==> config.mk <==
export PLATFORM = sky130hd
export DESIGN_NAME = icache_refill_ctrl
export DESIGN_NICKNAME = d
export VERILOG_FILES = /design/src/rtl/icache_pkg.sv /design/src/rtl/icache_line_assembler.sv /design/src/rtl/icache_refill_ctrl.sv
export SDC_FILE = /design/constraint.sdc
export NUM_CORES = 1
export LEC_CHECK = 0
export CAP_MARGIN = 20
export CORE_MARGIN = 2
export CORE_UTILIZATION = 48
export CTS_BUF_LIST = sky130_fd_sc_hd__clkbuf_4 sky130_fd_sc_hd__clkbuf_8
export DETAILED_ROUTE_END_ITERATION = 8
export PLACE_DENSITY = 0.84
export SYNTH_ARGS = -nofsm -noshare
export SYNTH_HDL_FRONTEND = slang
export SYNTH_SLANG_ARGS = --single-unit
==> constraint.sdc <==
create_clock -name clk -period 15.3 [get_ports clk]
set_input_delay 1.53 -clock clk [delete_from_list [all_inputs] [get_ports clk]]
set_output_delay 1.53 -clock clk [all_outputs]
set_load 0.02 [all_outputs]
==> src/rtl/icache_pkg.sv <==
// Shared types and helpers for the instruction-cache refill controller.
// ICACHE_PREFETCH_EN adds the next-line prefetch states.
package icache_pkg;

  localparam int DEF_PC_W    = 32;
  localparam int DEF_WORD_W  = 32;
  localparam int DEF_BLOCK_W = 128;
  localparam int WPB         = DEF_BLOCK_W / DEF_WORD_W;

  typedef enum logic [2:0] {
    ST_IDLE,
    ST_REQ,
    ST_FILL,
    ST_WRITE
`ifdef ICACHE_PREFETCH_EN
    , ST_PF_REQ,
    ST_PF_FILL
`endif
  } refill_state_t;

  // Clears the byte-offset bits of a line; callers truncate to their PC width.
  function automatic logic [63:0] line_align(input logic [63:0] addr, input int unsigned off_w);
    return addr & ~((64'd1 << off_w) - 64'd1);
  endfunction

endpackage

==> src/rtl/icache_line_assembler.sv <==
// Collects WPB RAM beats into one cache line; beat 0 lands in the MSBs.
module icache_line_assembler #(
  parameter int WORD_W = 32,
  parameter int WPB    = 4
) (
  input  logic                  clk_i,
  input  logic                  rst_i,
  input  logic                  beat_en_i,
  input  logic [WORD_W-1:0]     rdata_i,
  output logic [WORD_W*WPB-1:0] line_o,
  output logic                  last_o
);
  localparam int CNT_W = $clog2(WPB);

  logic [WORD_W-1:0] slot_q [WPB];
  logic [CNT_W-1:0]  beat_cnt_q;

  // The counter wraps to zero after the last beat, ready for the next burst.
  always_ff @(posedge clk_i or posedge rst_i) begin
    if (rst_i) begin
      beat_cnt_q <= '0;
      for (int i = 0; i < WPB; i++) slot_q[i] <= '0;
    end else if (beat_en_i) begin
      slot_q[beat_cnt_q] <= rdata_i;
      beat_cnt_q         <= beat_cnt_q + 1'b1;
    end
  end

  assign last_o = beat_en_i && (beat_cnt_q == CNT_W'(WPB - 1));

  always_comb begin
    line_o = '0;
    for (int i = 0; i < WPB; i++) line_o[(WPB-1-i)*WORD_W +: WORD_W] = slot_q[i];
  end

endmodule

==> src/rtl/icache_refill_ctrl.sv <==
// I-cache miss/refill controller: one burst per miss, line write, fetch stall.
// ICACHE_PREFETCH_EN adds a one-line next-line prefetch buffer.
module icache_refill_ctrl
  import icache_pkg::*;
#(
  parameter int PC_W    = DEF_PC_W,
  parameter int WORD_W  = DEF_WORD_W,
  parameter int BLOCK_W = DEF_BLOCK_W
) (
  input  logic               clk,
  input  logic               rst,
  input  logic [PC_W-1:0]    pc,
  input  logic               cache_hit,
  input  logic               flush,
  output logic               mem_req,
  output logic [PC_W-1:0]    mem_addr,
  input  logic               mem_gnt,
  input  logic               mem_rvalid,
  input  logic [WORD_W-1:0]  mem_rdata,
  output logic               cache_we,
  output logic [PC_W-1:0]    cache_waddr,
  output logic [BLOCK_W-1:0] cache_wdata,
  output logic               stall
);
  localparam int WPB_L = BLOCK_W / WORD_W;
  localparam int OFF_W = $clog2(BLOCK_W / 8);

  refill_state_t      state_q, state_d;
  logic [PC_W-1:0]    line_addr_q, line_addr_d, pc_line;
  logic               squash_q, squash_d;
  logic               fill_en, fill_last;
  logic [BLOCK_W-1:0] fill_line;

  assign pc_line = PC_W'(line_align(64'(pc), OFF_W));
  assign fill_en = (state_q == ST_FILL) && mem_rvalid;

  icache_line_assembler #(.WORD_W(WORD_W), .WPB(WPB_L)) u_fill (
    .clk_i(clk), .rst_i(rst), .beat_en_i(fill_en), .rdata_i(mem_rdata),
    .line_o(fill_line), .last_o(fill_last)
  );

`ifdef ICACHE_PREFETCH_EN
  localparam logic [PC_W-1:0] LINE_BYTES = PC_W'(BLOCK_W / 8);

  logic               pf_valid_q, pf_valid_d, from_pf_q, from_pf_d;
  logic               pf_en, pf_last, pf_hit;
  logic [PC_W-1:0]    pf_addr_q, pf_addr_d;
  logic [BLOCK_W-1:0] pf_data;

  assign pf_en  = (state_q == ST_PF_FILL) && mem_rvalid;
  assign pf_hit = pf_valid_q && (pc_line == pf_addr_q);

  icache_line_assembler #(.WORD_W(WORD_W), .WPB(WPB_L)) u_pf (
    .clk_i(clk), .rst_i(rst), .beat_en_i(pf_en), .rdata_i(mem_rdata),
    .line_o(pf_data), .last_o(pf_last)
  );

  always_ff @(posedge clk or posedge rst) begin
    if (rst) begin
      pf_valid_q <= 1'b0;
      pf_addr_q  <= '0;
      from_pf_q  <= 1'b0;
    end else begin
      pf_valid_q <= pf_valid_d;
      pf_addr_q  <= pf_addr_d;
      from_pf_q  <= from_pf_d;
    end
  end

  assign mem_req     = (state_q == ST_REQ) || (state_q == ST_PF_REQ);
  assign mem_addr    = (state_q == ST_PF_REQ) ? pf_addr_q : line_addr_q;
  assign cache_wdata = from_pf_q ? pf_data : fill_line;
  assign stall       = ~cache_hit | ((state_q != ST_IDLE) && (state_q != ST_PF_REQ) &&
                                     (state_q != ST_PF_FILL));
`else
  assign mem_req     = (state_q == ST_REQ);
  assign mem_addr    = line_addr_q;
  assign cache_wdata = fill_line;
  assign stall       = ~cache_hit | (state_q != ST_IDLE);
`endif

  assign cache_we    = (state_q == ST_WRITE);
  assign cache_waddr = line_addr_q;

  always_ff @(posedge clk or posedge rst) begin
    if (rst) begin
      state_q     <= ST_IDLE;
      line_addr_q <= '0;
      squash_q    <= 1'b0;
    end else begin
      state_q     <= state_d;
      line_addr_q <= line_addr_d;
      squash_q    <= squash_d;
    end
  end

  always_comb begin
    state_d     = state_q;
    line_addr_d = line_addr_q;
    squash_d    = squash_q;
`ifdef ICACHE_PREFETCH_EN
    pf_valid_d  = pf_valid_q;
    pf_addr_d   = pf_addr_q;
    from_pf_d   = from_pf_q;
`endif
    case (state_q)
      ST_IDLE: begin
        if (!cache_hit && !flush) begin
          line_addr_d = pc_line;
`ifdef ICACHE_PREFETCH_EN
          if (pf_hit) begin
            state_d    = ST_WRITE;
            pf_valid_d = 1'b0;
            from_pf_d  = 1'b1;
          end else begin
            state_d    = ST_REQ;
            from_pf_d  = 1'b0;
          end
`else
          state_d = ST_REQ;
`endif
        end
      end
      // A flush that coincides with the grant cannot cancel the burst any more.
      ST_REQ: begin
        if (mem_gnt) begin
          state_d  = ST_FILL;
          squash_d = flush;
        end else if (flush) begin
          state_d  = ST_IDLE;
        end
      end
      ST_FILL: begin
        if (flush) squash_d = 1'b1;
        if (fill_last) begin
          state_d  = (squash_q || flush) ? ST_IDLE : ST_WRITE;
          squash_d = 1'b0;
        end
      end
      ST_WRITE: begin
`ifdef ICACHE_PREFETCH_EN
        state_d    = ST_PF_REQ;
        pf_addr_d  = line_addr_q + LINE_BYTES;
        pf_valid_d = 1'b0;
`else
        state_d = ST_IDLE;
`endif
      end
`ifdef ICACHE_PREFETCH_EN
      ST_PF_REQ: begin
        if (mem_gnt) state_d = ST_PF_FILL;
      end
      ST_PF_FILL: begin
        if (pf_last) begin
          state_d    = ST_IDLE;
          pf_valid_d = 1'b1;
        end
      end
`endif
      default: state_d = ST_IDLE;
    endcase
  end

endmodule

==> results.md <==
- Drt drc: 0
- Total Power: 2.179 mW
- Routed vias: 4033
- Max FO, Critical Path: 3
- Yosys Warn Count: 0
- Gp weighted congestion: 0.7491
- Hold WC Path Type: flip-flop to flip-flop
- # setup viols final: 0
- HPWL Detailed: 10430 um
- H-Tree Depth: 4
- Reg2reg path depth: 4
- Commonest non-fill, non-tap cell in the layout: clkdlybuf4s50_1
- Worst setup path class: primary input to output port
- Average footprint of a synthesized cell: 16.12 um2
- CP endpoint kind: output port
- CP Launch Type: primary input
- Layout cells sized above 1: 30.59%
- Antenna Nets Post-Route: 0
- Worst EP arrival: 2.75 ns
- Clock sink count: 161
- Synthesized flop and latch total: 161
- Worst-margin pin slew: 0.9783 ns
- Final hold vios: 0
- Num rows: 42
- Clock Tree Root: clkbuf_8
- Setup Skew: 0.01379 ns
- WL/cell: 18.06 um
- IO Port Bufs: 252
- Final Cycle Share: 27.95%
- CTS resizes: 0
- Core box area: 13190 um2
- Clock Path Buffers: 2
- Setup crit end: stall
- Netlist cell types: 27
- Largest net degree at the start of global routing: 84
- Number of max-cap violations: 0
- Setup bufs post-CTS: 0
- GR Overflow Total: 0
- Worst skew pair latency: 0.45 ns
- Reg2reg start: u_fill.beat_cnt_q[0]
- Area delta synth->final: 42.76%
- Number of antenna repair diodes: 0
- Ranking of synthesized cells by area: dfrtp_1 62%, mux2_2 26%, buf_4 4.3%, buf_6 1.9%, mux2_4 1.4%
- Total CTS buffers: 17
- Final WL: 14810 um
- RSZ-0062 raised after global routing: false
- First-pass GRT wire length: 23050 um
- Pwr dens: 235.5 nW/um2
- Max-slew violation count: 0
- Tmin final: 4.277 ns
- Vias in the first global route: 4183
- EDFF count, synth: 0
- Worst R2R End: u_fill.line_o[7]
- Final net count: 705
- Post-synthesis sequential area ratio: 62.16%
- Finished Core Util: 70.15%
- Gr usage total: 21.13%
- Starting DRC count in detailed routing: 151
- Max VDD drop: 0.0001309 V
- Post-DR vias/cell: 4.918
- Fmax: 233.8 MHz
- Rel. slew slack: 34.44%
- Num ports: 265
- Hold_buf cts: 0
- Reg2reg setup slack: 12.93 ns
- Status: completed
- Commonest cells after routing, fill and taps aside: 252 x clkdlybuf4s50_1, 161 x dfrtp_1, 150 x mux2_2
- Clock-pin slew on the worst setup and hold paths: 0.09 ns
- Gate Count Post-Synth: 402
- Ys async rst share: 100.0%
- Die ar.: 14450 um2
- Mapped cell area: 6481 um2
- Width of the die: 120.2 um
- Worst endpoint required time: 13.77 ns
- Die height: 120.2 um
- DR pass1 iterations: 4
- Fill cells: 875
- Setup TNS: 0 ns
- Initial Util: 49.14%
- Synth top area share: 62.16%
- Initial antenna violation count: 0
- Yosys top cell by area: dfrtp_1
- Leakage: 4.076 nW
- Worst setup startpoint: cache_hit
- CTS tree: done
- Most common flop cell mapped by yosys: dfrtp_1
critical path, cell delays in order:
cell and delay (ns):
clkdlybuf4s50_1 0.50, nand2_1 0.09, clkdlybuf4s50_1 0.62
final cells by class:
cell class / instances / area (um2) / share of cell area, %
clock buffer: 18 / 241.5 / 2.610
timing repair buffer: 256 / 2572 / 27.80
tap: 176 / 220.2 / 2.380
sequential: 161 / 4029 / 43.54
clock inverter: 14 / 132.6 / 1.433
inverter: 3 / 16.27 / 0.1758
multi-input combinational: 192 / 2041 / 22.06
report_power, final:
| group | switching (mW) | internal [mW] | total (mW) |
|---|---|---|---|
| Combinational | 0.530 | 0.600 | 1.13 |
| Sequential | 0.123 | 0.636 | 0.759 |
| Clock | 0.157 | 0.132 | 0.289 |
| Total | 0.811 | 1.37 | 2.18 |
worst min-delay path by stage:
| stage | end | startpoint | cells after the start |
|---|---|---|---|
| after CTS | u_fill.line_o[26] | u_fill.line_o[26] | 1 |
| after global placement | u_fill.line_o[31] | u_fill.line_o[31] | 1 |
| after floorplan | state_q[0] | squash_q | 2 |
| after global routing | u_fill.line_o[50] | u_fill.line_o[50] | 1 |
| after detailed placement | u_fill.line_o[95] | u_fill.line_o[95] | 1 |
| final | u_fill.line_o[72] | u_fill.line_o[72] | 1 |
state kept, by name (all words and copies together), names as in the netlist:
register	cells
u_fill.line_o	128
cache_waddr	28
squash_q	1
state_q	2
u_fill.beat_cnt_q	2
through the flow:
stage / instance area (um2) / std cells / setup WS, ns / hold WS (ns)
floorplan: 6507 / 409 / 9.422 / 0.5676
detailed placement: 8851 / 787 / 11.03 / 0.4922
global route: 9253 / 820 / 11.02 / 0.5230
global placement: 8851 / 787 / 11.05 / 0.4875
finish: 9253 / 820 / 11.02 / 0.5087
CTS: 9225 / 819 / 11.03 / 0.5118
layer usage:
metal  GRT usage, %  share of wire, %  up-vias
met3          9.717               9.7       14
met2          36.01                51      172
met5              0                 0        -
met1          24.15                38     2042
met4          5.368               1.0        0
li1               -                 -     1805
kinds of logic after synthesis:
family / Yosys count / synth area share (%)
DFF: 161 / 62.16
other: 1 / 0.05786
AOI/OAI and AO/OA: 5 / 0.5405
muxes: 157 / 27.63
and+or+nand+nor: 17 / 1.950
adders and majority gates: 4 / 0.7722
xor gates and xnor gates: 1 / 0.1352
buffers and inverters: 56 / 6.757
synth_stat cells (all sizes together), types with 3 or more instances:
cell type	instances
buf	52
dfrtp	161
ha	4
inv	3
mux2	157
nand2	7
nor2	3
Power figures use the tool's default switching activity.
